[config.mk]
export PLATFORM = sky130hd
export DESIGN_NAME = qpsk_burst_sequencer
export DESIGN_NICKNAME = d
export VERILOG_FILES = /design/src/rtl/qpsk_pkg.sv /design/src/rtl/qpsk_symbol_timer.sv /design/src/rtl/qpsk_burst_sequencer.sv
export SDC_FILE = /design/constraint.sdc
export NUM_CORES = 1
export LEC_CHECK = 0
export CORE_MARGIN = 1.5
export CORE_UTILIZATION = 49
export CTS_BUF_LIST = sky130_fd_sc_hd__clkbuf_8
export CTS_CLUSTER_DIAMETER = 60
export DETAILED_ROUTE_END_ITERATION = 6
export PLACE_DENSITY = 0.83
export RECOVER_POWER = 100
export SETUP_SLACK_MARGIN = 0.02
export SLEW_MARGIN = 20
export SYNTH_ARGS = -nofsm -noshare
export SYNTH_HDL_FRONTEND = slang
export SYNTH_SLANG_ARGS = --single-unit
[constraint.sdc]
create_clock -name clk -period 3.1 [get_ports clk]
set_input_delay 0.93 -clock clk [delete_from_list [all_inputs] [get_ports clk]]
set_output_delay 0.93 -clock clk [all_outputs]
set_load 0.02 [all_outputs]
[src/rtl/qpsk_pkg.sv]
// Shared types and constants for the QPSK burst sequencer.
package qpsk_pkg;

  typedef enum logic [1:0] {IDLE, PREAMBLE, DATA, TAIL} qpsk_seq_state_t;

  localparam logic [1:0] PREAMBLE_SYM_EVEN = 2'b00;
  localparam logic [1:0] PREAMBLE_SYM_ODD  = 2'b11;
  localparam int         SPS_MIN           = 2;

endpackage

[src/rtl/qpsk_symbol_timer.sv]
// Sample/symbol counter pair: boundary on sample 0, last on final sample of symbol sym_last_idx.
// Zero-latency combinational flags; load clears both counters on the next clock.
module qpsk_symbol_timer #(
  parameter int CNT_W = 16
) (
  input  logic             clk,
  input  logic             reset,
  input  logic             load,
  input  logic [CNT_W-1:0] sps,
  input  logic [CNT_W-1:0] sym_last_idx,
  output logic             boundary,
  output logic             sym_odd,
  output logic             last
);

  logic [CNT_W-1:0] samp_q, samp_d;
  logic [CNT_W-1:0] sym_q, sym_d;
  logic             samp_last;

  assign samp_last = (samp_q == sps - CNT_W'(1));
  assign boundary  = (samp_q == '0);
  assign sym_odd   = sym_q[0];
  // Equality, not >=, so a full-range symbol count still terminates exactly.
  assign last      = samp_last && (sym_q == sym_last_idx);

  always_comb begin
    samp_d = samp_q + CNT_W'(1);
    sym_d  = sym_q;
    if (load) begin
      samp_d = '0;
      sym_d  = '0;
    end else if (samp_last) begin
      samp_d = '0;
      sym_d  = sym_q + CNT_W'(1);
    end
  end

  always_ff @(posedge clk or negedge reset) begin
    if (!reset) begin
      samp_q <= '0;
      sym_q  <= '0;
    end else begin
      samp_q <= samp_d;
      sym_q  <= sym_d;
    end
  end

endmodule

[src/rtl/qpsk_burst_sequencer.sv]
// QPSK burst controller: PREAMBLE -> DATA -> TAIL, drives DDS FCW/reset and I/Q signs.
// Optional DIFF_ENC_EN builds a differential encoder on DATA symbols.
module qpsk_burst_sequencer
  import qpsk_pkg::*;
#(
  parameter int FCW_W        = 32,
  parameter int PREAMBLE_LEN = 32,
  parameter int TAIL_LEN     = 4,
  parameter int CNT_W        = 16
) (
  input  logic             clk,
  input  logic             reset,
  input  logic             start,
  input  logic [FCW_W-1:0] cfg_fcw,
  input  logic [CNT_W-1:0] cfg_sps,
  input  logic [CNT_W-1:0] cfg_len,
  input  logic [1:0]       s_sym_data,
  input  logic             s_sym_valid,
  output logic             s_sym_ready,
  output logic [FCW_W-1:0] dds_fcw,
  output logic             dds_rst_n,
  output logic             sym_i,
  output logic             sym_q,
  output logic             sym_strobe,
  output logic             tx_en,
  output logic             busy,
  output logic             done,
  output logic             underrun
);

  qpsk_seq_state_t  state_q, state_d;
  logic [FCW_W-1:0] fcw_q, fcw_d;
  logic [CNT_W-1:0] sps_q, sps_d;
  logic [CNT_W-1:0] len_q, len_d;
  logic             underrun_q, underrun_d;
  logic             done_q, done_d;
  logic [1:0]       hold_q, hold_d;
  logic [1:0]       sym_raw, data_sym, cur_sym;
  logic [CNT_W-1:0] sym_last_idx;
  logic             boundary, sym_odd, sym_last, tmr_load, data_bnd;

  qpsk_symbol_timer #(.CNT_W(CNT_W)) u_timer (
    .clk          (clk),
    .reset        (reset),
    .load         (tmr_load),
    .sps          (sps_q),
    .sym_last_idx (sym_last_idx),
    .boundary     (boundary),
    .sym_odd      (sym_odd),
    .last         (sym_last)
  );

  assign data_bnd = (state_q == DATA) && boundary;
  // A missing symbol still occupies its slot and is sent as 00.
  assign sym_raw  = s_sym_valid ? s_sym_data : 2'b00;

`ifdef DIFF_ENC_EN
  localparam logic [1:0] PRE_LAST = ((PREAMBLE_LEN - 1) % 2 != 0) ? PREAMBLE_SYM_ODD : PREAMBLE_SYM_EVEN;
  logic [1:0] prev_q, prev_d;

  assign data_sym = prev_q + sym_raw;

  always_comb begin
    prev_d = prev_q;
    if (state_q == PREAMBLE && sym_last) prev_d = PRE_LAST;
    else if (data_bnd)                   prev_d = data_sym;
  end

  always_ff @(posedge clk or negedge reset) begin
    if (!reset) prev_q <= 2'b00;
    else        prev_q <= prev_d;
  end
`else
  assign data_sym = sym_raw;
`endif

  always_comb begin
    state_d      = state_q;
    fcw_d        = fcw_q;
    sps_d        = sps_q;
    len_d        = len_q;
    underrun_d   = underrun_q;
    done_d       = 1'b0;
    hold_d       = hold_q;
    sym_last_idx = '0;
    tmr_load     = sym_last;
    cur_sym      = 2'b00;
    case (state_q)
      IDLE: begin
        tmr_load = 1'b1;
        if (start) begin
          state_d    = PREAMBLE;
          fcw_d      = cfg_fcw;
          sps_d      = (cfg_sps < CNT_W'(SPS_MIN)) ? CNT_W'(SPS_MIN) : cfg_sps;
          len_d      = cfg_len;
          underrun_d = 1'b0;
        end
      end
      PREAMBLE: begin
        sym_last_idx = CNT_W'(PREAMBLE_LEN - 1);
        cur_sym      = sym_odd ? PREAMBLE_SYM_ODD : PREAMBLE_SYM_EVEN;
        if (sym_last) state_d = (len_q == '0) ? TAIL : DATA;
      end
      DATA: begin
        sym_last_idx = len_q - CNT_W'(1);
        // The accepted symbol appears on the same cycle as its strobe, then is held.
        cur_sym      = boundary ? data_sym : hold_q;
        if (boundary) begin
          hold_d = data_sym;
          if (!s_sym_valid) underrun_d = 1'b1;
        end
        if (sym_last) state_d = TAIL;
      end
      TAIL: begin
        sym_last_idx = CNT_W'(TAIL_LEN - 1);
        if (sym_last) begin
          state_d = IDLE;
          done_d  = 1'b1;
        end
      end
      default: state_d = IDLE;
    endcase
  end

  always_ff @(posedge clk or negedge reset) begin
    if (!reset) begin
      state_q    <= IDLE;
      fcw_q      <= '0;
      sps_q      <= CNT_W'(SPS_MIN);
      len_q      <= '0;
      underrun_q <= 1'b0;
      done_q     <= 1'b0;
      hold_q     <= 2'b00;
    end else begin
      state_q    <= state_d;
      fcw_q      <= fcw_d;
      sps_q      <= sps_d;
      len_q      <= len_d;
      underrun_q <= underrun_d;
      done_q     <= done_d;
      hold_q     <= hold_d;
    end
  end

  assign busy        = (state_q != IDLE);
  assign dds_rst_n   = busy;
  assign tx_en       = (state_q == PREAMBLE) || (state_q == DATA);
  assign sym_strobe  = busy && boundary;
  assign s_sym_ready = data_bnd;
  assign sym_i       = cur_sym[1];
  assign sym_q       = cur_sym[0];
  assign dds_fcw     = fcw_q;
  assign done        = done_q;
  assign underrun    = underrun_q;

endmodule

=== Word-level counts from Yosys, hierarchy flattened ===
Index checks and enable logic that the tools add are counted.

* Input bits: 70
* Output and inout port bits: 41
* Word-level logic and storage cells: 61
* Bits in registers: 102

* Muxes and demuxes: 23
* Equal/unequal tests: 11
* Reductions and logical operators: 13
* $lt $le $gt $ge: 1
* Add/sub/neg operators: 4

{| class="wikitable"
|+ Operators by type and width
! operator !! number
|-
| $mux W16 || 5
|-
| $pmux W16 S3 || 1
|-
| $add A16 B1 Y16 const B || 2
|-
| $eq A16 B16 Y1 || 2
|-
| $logic_not A16 Y1 || 2
|-
| $sub A16 B1 Y16 const B || 2
|-
| $lt A16 B2 Y1 const B || 1
|-
| $mux W2 || 7
|-
| $ne A2 B2 Y1 const B || 6
|-
| $pmux W2 S4 || 1
|-
| $reduce_and A4 Y1 || 2
|-
| $mux W1 || 7
|-
| $reduce_bool A2 Y1 || 3
|-
| $eq A2 B2 Y1 const B || 2
|-
| $pmux W2 S2 || 1
|-
| $logic_and A1 B1 Y1 || 3
|-
| $eq A2 B1 Y1 const B || 1
|-
| $logic_not A2 Y1 || 1
|-
| $pmux W1 S2 || 1
|-
| $reduce_and A2 Y1 || 1
|-
| $logic_or A1 B1 Y1 || 1
|}

=== Depth between registers and ports, before layout ===
Gate-level depths: netlist (run 1).

* Depth in word-level cells: 6
* Gate-level depth with buffers: 13
* Gate-level depth less buffers: 11

=== Hierarchy ===
Synthesis (run 1) repeated with hierarchy kept, for this count alone.

* Cell total of the unflattened synthesis: 557
* Area total of the unflattened synthesis: 5,830.6 um^2

{| class="wikitable"
|+ Modules (own cells, without submodules)
! module !! cells each !! sequential area each (um^2) !! area an instance (um^2) !! times used
|-
| qpsk_burst_sequencer || 259 || 1,752.9 || 3,263.1 || 1
|-
| qpsk_symbol_timer || 298 || 800.8 || 2,567.5 || 1
|}

=== Worst setup path after synthesis (run 1) ===
OpenSTA, ideal clock, no wires.

* Path kind: register to register
* Start: register len_q[0]
* End: register u_timer.sym_q[0]
* Path slack: -0.273 ns
* Path buffers: 2
* Arrival time: 3.254 ns
* Data required time: 2.981 ns
* Clock period less this slack: 3.373 ns
* Setup time: 0.119 ns
* Stages on the path, launching flop included: 14
* Cell sequence: dfrtp_1 inv_1 ha_1 or4b_1 clkbuf_1 or4_4 nor2_2 nand3b_1 nand4_1 or4_4 nor4_4 a21o_4 buf_6 nor2_1

* Cells in the longest elaborated chain, start to end: 6
* Elaborated cells on any way between the ends: 7
* Classes of those cells: add/sub (1); eq/ne (1); mux (3); reduce/logical (2)

{| class="wikitable"
|+ RTL lines
! item !! RTL line !! RTL
|-
| from (decl) || qpsk_burst_sequencer.sv:34 || <nowiki>logic [CNT_W-1:0] len_q, len_d;</nowiki>
|-
| from (signal assigned) || qpsk_burst_sequencer.sv:138 || <nowiki>len_q <= len_d;</nowiki>
|-
| $sub A16 B1 Y16 (*) || qpsk_burst_sequencer.sv:105 || <nowiki>sym_last_idx = len_q - CNT_W'(1);</nowiki>
|-
| $pmux W16 S3 (*) || qpsk_burst_sequencer.sv:88 || <nowiki>case (state_q)</nowiki>
|-
| $eq A16 B16 Y1 (*) || qpsk_symbol_timer.sv:24 || <nowiki>assign last = samp_last && (sym_q == sym_last_idx);</nowiki>
|-
| $logic_and A1 B1 Y1 (*) || qpsk_symbol_timer.sv:24 ||
|-
| $mux W1 (*) || qpsk_burst_sequencer.sv:88 ||
|-
| $mux W16 / $reduce_bool A2 Y1 (equally long branches) || - ||
|-
| to (signal assigned) || qpsk_symbol_timer.sv:44 || <nowiki>sym_q <= sym_d;</nowiki>
|-
| to (decl) || qpsk_symbol_timer.sv:17 || <nowiki>logic [CNT_W-1:0] sym_q, sym_d;</nowiki>
|}

Every way passes the cells marked *; elsewhere a longest branch is shown, timed or not.
A chain may end at the register's enable or synchronous reset.

=== Final worst setup path (run 1) ===
* Start: register sps_q[2]
* End: register u_timer.sym_q[9]

* Cells in the longest elaborated chain, start to end: 5
* Elaborated cells on any way between the ends: 6
* Classes of those cells: add/sub (1); eq/ne (1); mux (2); reduce/logical (2)

{| class="wikitable"
|+ RTL lines
! item !! RTL line !! RTL
|-
| from (decl) || qpsk_burst_sequencer.sv:33 || <nowiki>logic [CNT_W-1:0] sps_q, sps_d;</nowiki>
|-
| from (signal assigned) || qpsk_burst_sequencer.sv:129 || <nowiki>sps_q <= CNT_W'(SPS_MIN);</nowiki>
|-
| from (signal assigned) || qpsk_burst_sequencer.sv:137 || <nowiki>sps_q <= sps_d;</nowiki>
|-
| $sub A16 B1 Y16 (*) || qpsk_symbol_timer.sv:20 || <nowiki>assign samp_last = (samp_q == sps - CNT_W'(1));</nowiki>
|-
| $eq A16 B16 Y1 (*) || qpsk_symbol_timer.sv:20 ||
|-
| $logic_and A1 B1 Y1 || qpsk_symbol_timer.sv:24 ||
|-
| $mux W1 || qpsk_burst_sequencer.sv:88 ||
|-
| $mux W16 / $reduce_bool A2 Y1 (equally long branches) || - ||
|}

Marked as above.

==> results of run 1 <==
[registers in the layout (all words and copies together), names as in the netlist]
name / flops
underrun: 1
u_timer.samp_q: 16
sps_q: 16
state_q: 2
done: 1
u_timer.sym_q: 16
len_q: 16
dds_fcw: 32
hold_q: 2
[cell type report]
class                           count  area (µm²)  share of cell area
Multi-Input combinational cell    435        3320               0.415
Sequential cell                   102        2550               0.320
Timing Repair Buffer              190        1710               0.214
Tap cell                          143         179              0.0224
Clock buffer                        9         124              0.0155
Inverter                           15        56.3             0.00705
Clock inverter                      7        48.8             0.00611
[worst max path at each step]
| stage | from | endpoint | slack [ns] | cells past startpoint |
|---|---|---|---|---|
| after floorplan | sps_q[2]$_DFFE_PN0P_ | u_timer.sym_q[11]$_DFFE_PN0P_ | -0.15 | 10 |
| after global placement | s_sym_valid | sym_q | -0.15 | 4 |
| after detailed placement | s_sym_valid | sym_i | -0.24 | 4 |
| after CTS | sps_q[2]$_DFFE_PN0P_ | u_timer.sym_q[9]$_DFFE_PN0P_ | -0.13 | 10 |
| after global routing | sps_q[2]$_DFFE_PN0P_ | u_timer.sym_q[7]$_DFFE_PN0P_ | -0.24 | 10 |
| final | sps_q[2]$_DFFE_PN0P_ | u_timer.sym_q[9]$_DFFE_PN0P_ | -0.16 | 10 |
[cell usage in the layout (no fill, tap or decap), drive strengths merged, types with 4 or more instances in the layout]
| cell type | instances |
|---|---|
| nor3 | 18 |
| buf | 77 |
| nand2 | 38 |
| a21o | 4 |
| nor2b | 4 |
| a21oi | 21 |
| nor4 | 14 |
| dlygate4sd3 | 38 |
| nand2b | 5 |
| o21ai | 16 |
| a32oi | 4 |
| clkdlybuf4s50 | 67 |
| xor2 | 35 |
| clkbuf | 15 |
| or3 | 13 |
| clkinv | 4 |
| inv | 17 |
| or2 | 6 |
| xnor2 | 28 |
| nor2 | 52 |
| mux2 | 62 |
| nand4 | 13 |
| and3 | 12 |
| or4 | 9 |
| nand3 | 23 |
| dfrtp | 101 |
| ha | 9 |
[critical path: cells and delay by family (launching register included)]
| kind | cells | cell delay (ns) |
|---|---|---|
| AND/OR/NAND/NOR | 7 | 2.32 |
| AO/OA/AOI/OAI | 1 | 0.16 |
| XOR/XNOR | 1 | 0.16 |
| buffers and inverters | 1 | 0.16 |
| flip-flops | 1 | 0.41 |
[kinds of logic after synthesis]
family          Yosys count  synth area share
simple gates            221             0.204
xor+xnor                 64            0.0987
fa+ha+maj                 9            0.0193
buf+inv                  40            0.0282
flops                   102             0.439
mux                      64             0.123
compound gates           75            0.0879
[power by group through the flow]
stage                     clock [W]  sequential (W)  combinational, W
after global placement            0         0.00217           0.00340
after global routing       0.000846         0.00226           0.00392
after floorplan                   0         0.00248           0.00178
after detailed placement          0         0.00222           0.00355
after CTS                  0.000798         0.00219           0.00364
final                      0.000777         0.00220           0.00365
[stage by stage]
stage / total power, W / worst slack, ns / util
after global routing: 0.00702 / -0.237 / 0.694
after global placement: 0.00557 / -0.148 / 0.661
after detailed placement: 0.00577 / -0.241 / 0.661
final: 0.00662 / -0.157 / 0.694
after CTS: 0.00663 / -0.127 / 0.686
after floorplan: 0.00425 / -0.148 / -
[layer usage]
layer	vias up	track usage	routed length [µm]
li1	2425	-	-
met2	214	0.439	7770
met3	35	0.0572	1120
met4	0	0.115	356
met5	-	0	0
met1	2585	0.319	6390
[what timing repair did]
action,in CTS,in global routing
setup endpoints to repair,21,21
pin swaps,16,11
buffers inserted,5,4
cloned,2,0
resized for setup,24,35
==> flow_summary_export.csv, run 1 <==
group,metric,value,unit
run_status,status,"complete, but fails checks",
run_status,violations,"design-rule violations, negative setup slack",
setup_path,critical_path_class,"reg -> reg",
die,die_height,112,µm
cts,postCtsHoldBufs,0,
synth,synth-warning-count,0,
cts,cts-buffers-inserted,9,
setup_path,crit_path_start_kind,"flop",
setup_path,r2r-start,"sps_q[2]$_DFFE_PN0P_",
global_route,grt_start_max_net_pins,43,
sta,clock_skew,0.0169,ns
setup_path,cp_data_required_time,3.42,ns
sta,fin_hold_ws,0.505,ns
setup_path,max_stage_delay,0.54,ns
drt,drc,6,
global_route,track_usage,0.259,
die,rows,39,
die,die_w,112,µm
cts,cts_max_path_buffers,2,
cells_and_area,fillers,852,
power_and_ir_drop,seq_power_share,0.332,
drt,dr.pass1.iters,7,
setup_path,end_kind,"flop",
placed_design,dp_hpwl,11500,µm
cts,root_buffer,"clkbuf_8",
global_route,grt_pass1_wl,25900,µm
cells_and_area,drive_gt1_frac,0.284,
min_path,holdPathEnd,"dds_fcw[7]$_DFFE_PN0P_",
synth,synth_edf_count,0,
power_and_ir_drop,ir_worst_vdd,0.000587,V
power_and_ir_drop,p_per_area,829,nW/µm²
sta,setup_ws,-0.157,ns
drt,ant_nets,0,
synth,yosysMostFrequentCell,"dfrtp_1",
sta,max_slew_margin,0.153,
setup_path,worst_path_max_delay_cell,"or4_4",
cells_and_area,finalInstanceArea,7990,µm²
synth,async_reset_ff_frac,1.00,
min_path,hold_class,"reg -> reg",
global_route,antenna_found_initial,0,
setup_path,path_max_fanout,5,
synth,synthFlopType,"dfrtp_1",
sta,fmax,0.307,GHz
cells_and_area,area_delta_synth_final,37.3,%
synth,syn_nets,654,
drt,viasPerCell,5.84,
cells_and_area,num_antenna_cells,0,
placed_design,place_area,7610,µm²
cells_and_area,nets,832,
power_and_ir_drop,switching_power,0.00270,W
setup_path,regToRegEndpoint,"u_timer.sym_q[9]$_DFFE_PN0P_",
placed_design,gp_congestion,0.951,
power_and_ir_drop,intPower,0.00392,W
synth,netlist_area,5820,µm²
synth,synth_top_area_frac,0.434,
sta,setup_viol,12,
cts,htree_levels,3,
synth,synthTopCellsByArea,"dfrtp_1 43%, mux2_2 12%, xor2_1 5.3%, xnor2_1 4.2%, nor2_1 3.2%",
die,core_area,11500,µm²
drt,wl_per_cell,17.4,µm
setup_path,r2r_slack,-0.16,ns
sta,timing_hold_violations_final,0,
die,ios,111,
sta,fin_crit_sh,1.05,
power_and_ir_drop,pwr-share-comb,0.550,
synth,syn_inst,575,
setup_path,cp.arrival,3.57,ns
synth,syn_area_per_cell,10.1,µm²
setup_path,reg2reg_depth,10,
die,initial_core_util,0.505,
drt,vias,5259,
power_and_ir_drop,p_leak,3.51,nW
power_and_ir_drop,clkPwrFrac,0.117,
global_route,overflow,0,
placed_design,placement.io_buffers,110,
drt,routed_wl,15600,µm
min_path,hold_start,"dds_fcw[7]$_DFFE_PN0P_",
cts,path_clk_slew,0.10,ns
cts,tritoncts,"done",
synth,synth_cell_types,64,
cts,clock-sinks,102,
setup_path,crit_chain,"or4_4 -> or4_4 -> xnor2_2 -> nor4_2 -> buf_4 -> nand3_2 -> or3_4 -> or2_4 -> or3_4 -> a21oi_2",
synth,yosys.area.top_type,"dfrtp_1",
synth,synth_common_cells,"101 x dfrtp_1, 62 x mux2_2, 49 x nor2_1, 38 x nand2_1, 35 x xor2_1",
cts,insertion_delay,0.39,ns
die,dieArea,12500,µm²
sta,worst_pin_slew,1.27,ns
flow_run,max_cap_viol_count,0,
sta,period_minus_slack,3.26,ns
drt,drt_iter0_markers,426,
sta,setup_tns,-0.794,ns
power_and_ir_drop,netSwitchingFraction,0.408,
cells_and_area,post_layout_nonfiller_instances,901,
min_path,holdPathStages,1,
synth,synth.yosys.seq_area_share,0.439,
global_route,grt_pass1_vias,5453,
sta,rsz0062_at_grt,"yes",
placed_design,dp_cells,874,
sta,finalMaxSlewViolations,0,
synth,ys_ff_latch,102,
No activity file was read; power rests on OpenSTA's default activity.
==> run 2: changes to the inputs <==
Settings changed: CAP_MARGIN from default to 20, CORE_UTILIZATION 49 to 48, CTS_BUF_LIST sky130_fd_sc_hd__clkbuf_8 to default, PLACE_DENSITY 0.83 to 0.82.
==> run 2 against run 1 <==
The flow finishes with violations (max-capacitance violations, max-slew violations, negative setup slack). Die area increased by 2.0%. Maximum frequency increased by 0.43%. Critical path depth unchanged. Non-clock buffer count decreased by 3. Hold slack got worse by 0.0048 ns. First-iteration DRC count decreased by 25%. Clock power increased by 57%. Power increased by 6.3%. Critical endpoint is now u_timer.sym_q[13]$_DFFE_PN0P_. Largest cell class unchanged.
==> flow_summary_export.csv, run 2 (synthesis gave the netlist of run 1 again) <==
group,metric,value,unit
placed_design,placement.io_buffers,110,
setup_path,end_kind,"flop",
min_path,hold_class,"reg -> reg",
power_and_ir_drop,p_total,0.00705,W
setup_path,regToRegEndpoint,"u_timer.sym_q[13]$_DFFE_PN0P_",
die,ios,111,
cells_and_area,final_common_cell,"dfrtp_1",
power_and_ir_drop,netSwitchingFraction,0.387,
global_route,antenna_found_initial,0,
die,dieArea,12800,µm²
global_route,track_usage,0.251,
power_and_ir_drop,ir_worst_vdd,0.000559,V
sta,worst_pin_slew,2.16,ns
power_and_ir_drop,clkPwrFrac,0.173,
global_route,grt_pass1_wl,25600,µm
run_status,violations,"max-capacitance violations, max-slew violations, negative setup slack",
cts,cts_max_path_buffers,2,
setup_path,r2r_slack,-0.14,ns
drt,vias,5201,
sta,timing_hold_violations_final,0,
cells_and_area,fin_util,0.679,
sta,setup_viol,16,
cts,cts-buffers-inserted,9,
sta,finalMaxSlewViolations,108,
die,rows,40,
drt,dr.pass1.iters,6,
power_and_ir_drop,p_leak,3.55,nW
power_and_ir_drop,seq_power_share,0.310,
cts,postCtsHoldBufs,0,
die,die_height,113,µm
cells_and_area,post_layout_nonfiller_instances,902,
run_status,status,"complete, but fails checks",
min_path,holdPathStages,1,
placed_design,gp_congestion,0.914,
setup_path,reg2reg_depth,10,
cells_and_area,drive_gt1_frac,0.272,
sta,max_slew_margin,-0.440,
setup_path,cp_data_required_time,3.39,ns
sta,setup_ws,-0.143,ns
setup_path,critical_path_class,"reg -> reg",
setup_path,cp.arrival,3.53,ns
drt,drt_iter0_markers,319,
cts,clock-sinks,102,
power_and_ir_drop,intPower,0.00432,W
cells_and_area,area_delta_synth_final,39.0,%
setup_path,r2r-start,"sps_q[2]$_DFFE_PN0P_",
setup_path,crit_path_start_kind,"flop",
global_route,grt_start_max_net_pins,67,
setup_path,path_max_fanout,6,
setup_path,path_buf_inv,1,
cts,root_buffer,"clkbuf_16",
cells_and_area,final-seq-area,2550,µm²
drt,drc,0,
cts,htree_levels,3,
cells_and_area,fillers,894,
power_and_ir_drop,p_per_area,871,nW/µm²
setup_path,cp_top_family,"simple AND/OR/NAND/NOR gates",
drt,wl_per_cell,17.3,µm
sta,rsz0062_at_grt,"yes",
cts,tritoncts,"done",
sta,fin_crit_sh,1.05,
sta,period_minus_slack,3.24,ns
sta,fmax,0.308,GHz
cells_and_area,num_antenna_cells,0,
placed_design,dp_cells,878,
die,die_w,113,µm
setup_path,crit_chain,"or4_4 -> or4_4 -> xnor2_2 -> nor4_2 -> buf_4 -> nand3_2 -> or3_4 -> or2_4 -> or3_4 -> a21oi_2",
cells_and_area,largest_reg_flops,32,
setup_path,worst_path_max_delay_cell,"or4_4",
global_route,overflow,0,
cells_and_area,nets,829,
drt,ant_nets,0,
sta,clock_skew,0.00556,ns
die,core_area,11900,µm²
cells_and_area,layout_common_cells,"101 x dfrtp_1, 68 x clkdlybuf4s50_1, 68 x buf_4",
power_and_ir_drop,pwr-share-comb,0.517,
cts,path_clk_slew,0.07,ns
drt,viasPerCell,5.77,
global_route,grt_pass1_vias,5295,
die,initial_core_util,0.489,
setup_path,max_stage_delay,0.54,ns
min_path,hold_start,"dds_fcw[26]$_DFFE_PN0P_",
min_path,holdPathEnd,"dds_fcw[26]$_DFFE_PN0P_",
flow_run,max_cap_viol_count,2,
drt,routed_wl,15600,µm
cts,insertion_delay,0.35,ns
cells_and_area,multi_input_area,3310,µm²
power_and_ir_drop,switching_power,0.00272,W
placed_design,dp_hpwl,11200,µm
-- run 2: what timing repair did --
item	CTS	global route
cloned	2	1
gates resized for setup	24	31
setup buffers	2	3
pin swaps	8	7
setup endpoints to repair	22	39
-- run 2: through the flow --
| stage | hold slack (ns) | setup TNS, ns | setup slack (ns) | instance area [µm²] |
|---|---|---|---|---|
| after global placement | 0.486 | -0.887 | -0.148 | 7610 |
| final | 0.500 | -0.963 | -0.143 | 8090 |
| after global routing | 0.510 | -7.40 | -0.245 | 8090 |
| after floorplan | 0.475 | -0.912 | -0.148 | 5880 |
| after detailed placement | 0.491 | -2.15 | -0.214 | 7610 |
| after CTS | 0.507 | -0.434 | -0.105 | 8020 |
-- run 2: power by group through the flow --
stage | combinational (W) | sequential, W | clock (W)
2_1_floorplan | 0.00178 | 0.00248 | 0
4_1_cts | 0.00363 | 0.00219 | 0.00123
6_report | 0.00364 | 0.00219 | 0.00122
3_3_place_gp | 0.00340 | 0.00216 | 0
3_5_place_dp | 0.00354 | 0.00220 | 0
5_1_grt | 0.00392 | 0.00225 | 0.00130
-- run 2: layout make-up --
cell class              count  share of cell area
clock buffers              11              0.0288
clock inverters             5              0.0102
inverters                  15             0.00696
multi-input cells         435               0.409
flip-flops and latches    102               0.316
well taps                 147              0.0227
repair buffers            187               0.207
-- run 2: worst max path at each step --
stage                          from                             to  slack (ns)  cells past startpoint
2_1_floorplan  sps_q[2]$_DFFE_PN0P_  u_timer.sym_q[11]$_DFFE_PN0P_       -0.15                     10
3_3_place_gp            s_sym_valid                          sym_q       -0.15                      4
3_5_place_dp            s_sym_valid                          sym_i       -0.21                      4
4_1_cts        sps_q[2]$_DFFE_PN0P_  u_timer.sym_q[11]$_DFFE_PN0P_       -0.11                     10
5_1_grt        sps_q[2]$_DFFE_PN0P_  u_timer.sym_q[11]$_DFFE_PN0P_       -0.25                     10
6_report       sps_q[2]$_DFFE_PN0P_  u_timer.sym_q[13]$_DFFE_PN0P_       -0.14                     10
-- run 2: per-layer routing --
metal	wire [µm]	GRT usage	vias to the layer above
met3	1230	0.0503	33
met5	0	0	-
met2	7670	0.417	227
met1	6370	0.326	2513
li1	-	-	2428
met4	323	0.0975	0
-- run 2: worst register-to-register path: cells and delay by family (launching register included) --
kind            cells  cell delay, ns
xor+xnor            1            0.15
compound gates      1            0.13
simple gates        7            2.35
buf+inv             1            0.17
flops               1            0.38
==> run 3: changes to the inputs <==
Settings changed: CORE_ASPECT_RATIO from default to 0.7.
==> run 3 against run 2 <==
The run ends with negative setup slack left. Global-route usage is 1.4 points higher. Clock power down 6%. Combinational power increased by 4%. Clock skew increased by 0.0030 ns. Power increased by 1.5%. Final cell count increased by 2.4%. Critical path depth rose by 2. Cell area is 2.2% higher. Die area hardly changed. Largest cell class unchanged. Largest power group unchanged.
==> flow_summary_export.csv, run 3 (synthesis gave the netlist of run 1 again) <==
group,metric,value,unit
run_status,status,"complete, but fails checks",
run_status,violations,"negative setup slack",
sta,worst_pin_slew,1.14,ns
sta,period_minus_slack,3.27,ns
cells_and_area,area_delta_synth_final,42.2,%
sta,setup_viol,34,
cts,cts-buffers-inserted,9,
cells_and_area,num_antenna_cells,0,
die,dieArea,12800,µm²
setup_path,cp.arrival,3.52,ns
drt,viasPerCell,5.89,
power_and_ir_drop,p_per_area,864,nW/µm²
placed_design,dp_hpwl,12000,µm
cells_and_area,drive_gt1_frac,0.301,
die,initial_core_util,0.495,
flow_run,max_cap_viol_count,0,
die,die_height,95.1,µm
cts,cts_max_path_buffers,2,
setup_path,critPathMostFrequentCell,"buf_4",
drt,routed_wl,17200,µm
sta,clock_skew,0.00858,ns
cts,htree_levels,3,
drt,wl_per_cell,18.6,µm
drt,drt_iter0_markers,394,
power_and_ir_drop,p_leak,3.63,nW
cts,postCtsHoldBufs,0,
sta,fin_hold_ws,0.500,ns
setup_path,path_max_fanout,5,
global_route,grt_start_max_net_pins,67,
sta,setup_ws,-0.165,ns
setup_path,path_buf_inv,4,
setup_path,max_stage_delay,0.54,ns
global_route,grt_pass1_wl,26500,µm
cts,tritoncts,"done",
setup_path,reg2reg_depth,12,
drt,ant_nets,0,
sta,rsz0062_at_grt,"yes",
setup_path,path_depth,12,
sta,fmax,0.306,GHz
setup_path,crit_chain,"or4_4 -> or4_4 -> xnor2_2 -> nor4_2 -> buf_4 -> buf_4 -> buf_4 -> nand2_2 -> nor4_4 -> buf_4 -> a311oi_2 -> a31oi_1",
drt,vias,5441,
cts,insertion_delay,0.36,ns
global_route,overflow,0,
sta,max_slew_margin,0.243,
global_route,track_usage,0.265,
global_route,antenna_found_initial,0,
setup_path,critical_path_class,"reg -> reg",
setup_path,worst_path_max_delay_cell,"or4_4",
power_and_ir_drop,ir_worst_vdd,0.000519,V
cells_and_area,largest_reg_flops,32,
placed_design,placement.io_buffers,110,
die,ios,111,
cells_and_area,nets,841,
setup_path,crit_path_start_kind,"flop",
global_route,grt_pass1_vias,5332,
cts,root_buffer,"clkbuf_16",
die,rows,33,
cells_and_area,final_common_cell,"dfrtp_1",
die,die_w,135,µm
setup_path,r2r_slack,-0.17,ns
sta,fin_crit_sh,1.05,
cells_and_area,post_layout_nonfiller_instances,924,
cells_and_area,fillers,844,
placed_design,dp_cells,893,
cells_and_area,final-seq-area,2550,µm²
sta,timing_hold_violations_final,0,
die,core_area,11800,µm²
cts,clock-sinks,102,
placed_design,gp_congestion,0.867,
drt,dr.pass1.iters,5,
setup_path,end_kind,"flop",
sta,finalMaxSlewViolations,0,
setup_path,cp_top_family,"simple AND/OR/NAND/NOR gates",
drt,drc,0,
cts,path_clk_slew,0.08,ns
setup_path,cp_data_required_time,3.36,ns
min_path,hold_class,"reg -> reg",
min_path,holdPathStages,1,
cells_and_area,multi_input_area,3370,µm²
cells_and_area,layout_common_cells,"101 x dfrtp_1, 77 x buf_4, 68 x clkdlybuf4s50_1",
run 3: cell types whose count changed in the layout (fill, tap and decap cells not counted), moves of 3 or more:
| cell | before | now |
|---|---|---|
| nor2_1 | 47 | 43 |
| buf_6 | 2 | 6 |
| clkbuf_1 | 7 | 3 |
| nor2_2 | 4 | 8 |
| nand2_1 | 36 | 33 |
| inv_8 | 0 | 3 |
| buf_4 | 68 | 77 |
run 3: final timing paths:
| check | from | to |
|---|---|---|
| max | sps_q[2]$_DFFE_PN0P_ | state_q[0]$_DFFE_PN0P_ |
| min reg2reg | dds_fcw[23]$_DFFE_PN0P_ | dds_fcw[23]$_DFFE_PN0P_ |
| min in group asynchronous | reset | dds_fcw[1]$_DFFE_PN0P_ |
| max reg2reg | sps_q[2]$_DFFE_PN0P_ | state_q[0]$_DFFE_PN0P_ |
| min | dds_fcw[23]$_DFFE_PN0P_ | dds_fcw[23]$_DFFE_PN0P_ |
| max in group asynchronous | reset | u_timer.sym_q[0]$_DFFE_PN0P_ |
run 3: through the flow:
| step | power (W) | area [µm²] | util | TNS [ns] | setup slack (ns) |
|---|---|---|---|---|---|
| 2_1_floorplan | 0.00425 | 5880 | - | -0.912 | -0.148 |
| 3_3_place_gp | 0.00563 | 7660 | 0.651 | -0.521 | -0.159 |
| 3_5_place_dp | 0.00582 | 7660 | 0.651 | -1.91 | -0.209 |
| 4_1_cts | 0.00704 | 8100 | 0.688 | -0.139 | -0.0392 |
| 5_1_grt | 0.00755 | 8270 | 0.703 | -5.16 | -0.230 |
| 6_report | 0.00715 | 8270 | 0.703 | -2.57 | -0.165 |
run 3: report_power, final:
part | switching, W | internal (W)
sequential | 0.000397 | 0.00181
clock | 0.000578 | 0.000572
combinational | 0.00193 | 0.00186
run 3: repair_timing:
item / CTS / global route
gates cloned: 2 / 2
resized for setup: 22 / 50
pin swaps: 11 / 14
buffers inserted: 7 / 6
setup endpoints to repair: 21 / 39
run 3: final cells by class:
class                   instances  share of cell area
clock buffers                   9              0.0272
clock inverters                 7             0.00907
inverters                      15             0.00680
multi-input cells             435               0.407
flip-flops and latches        102               0.309
well taps                     157              0.0237
repair buffers                199               0.217
run 3: routing by layer:
layer,GRT usage,vias up,share of wire
met1,0.350,2633,0.42
met2,0.425,313,0.45
met4,0.0824,0,0.029
met3,0.0760,48,0.10
met5,0,-,0
li1,-,2447,-
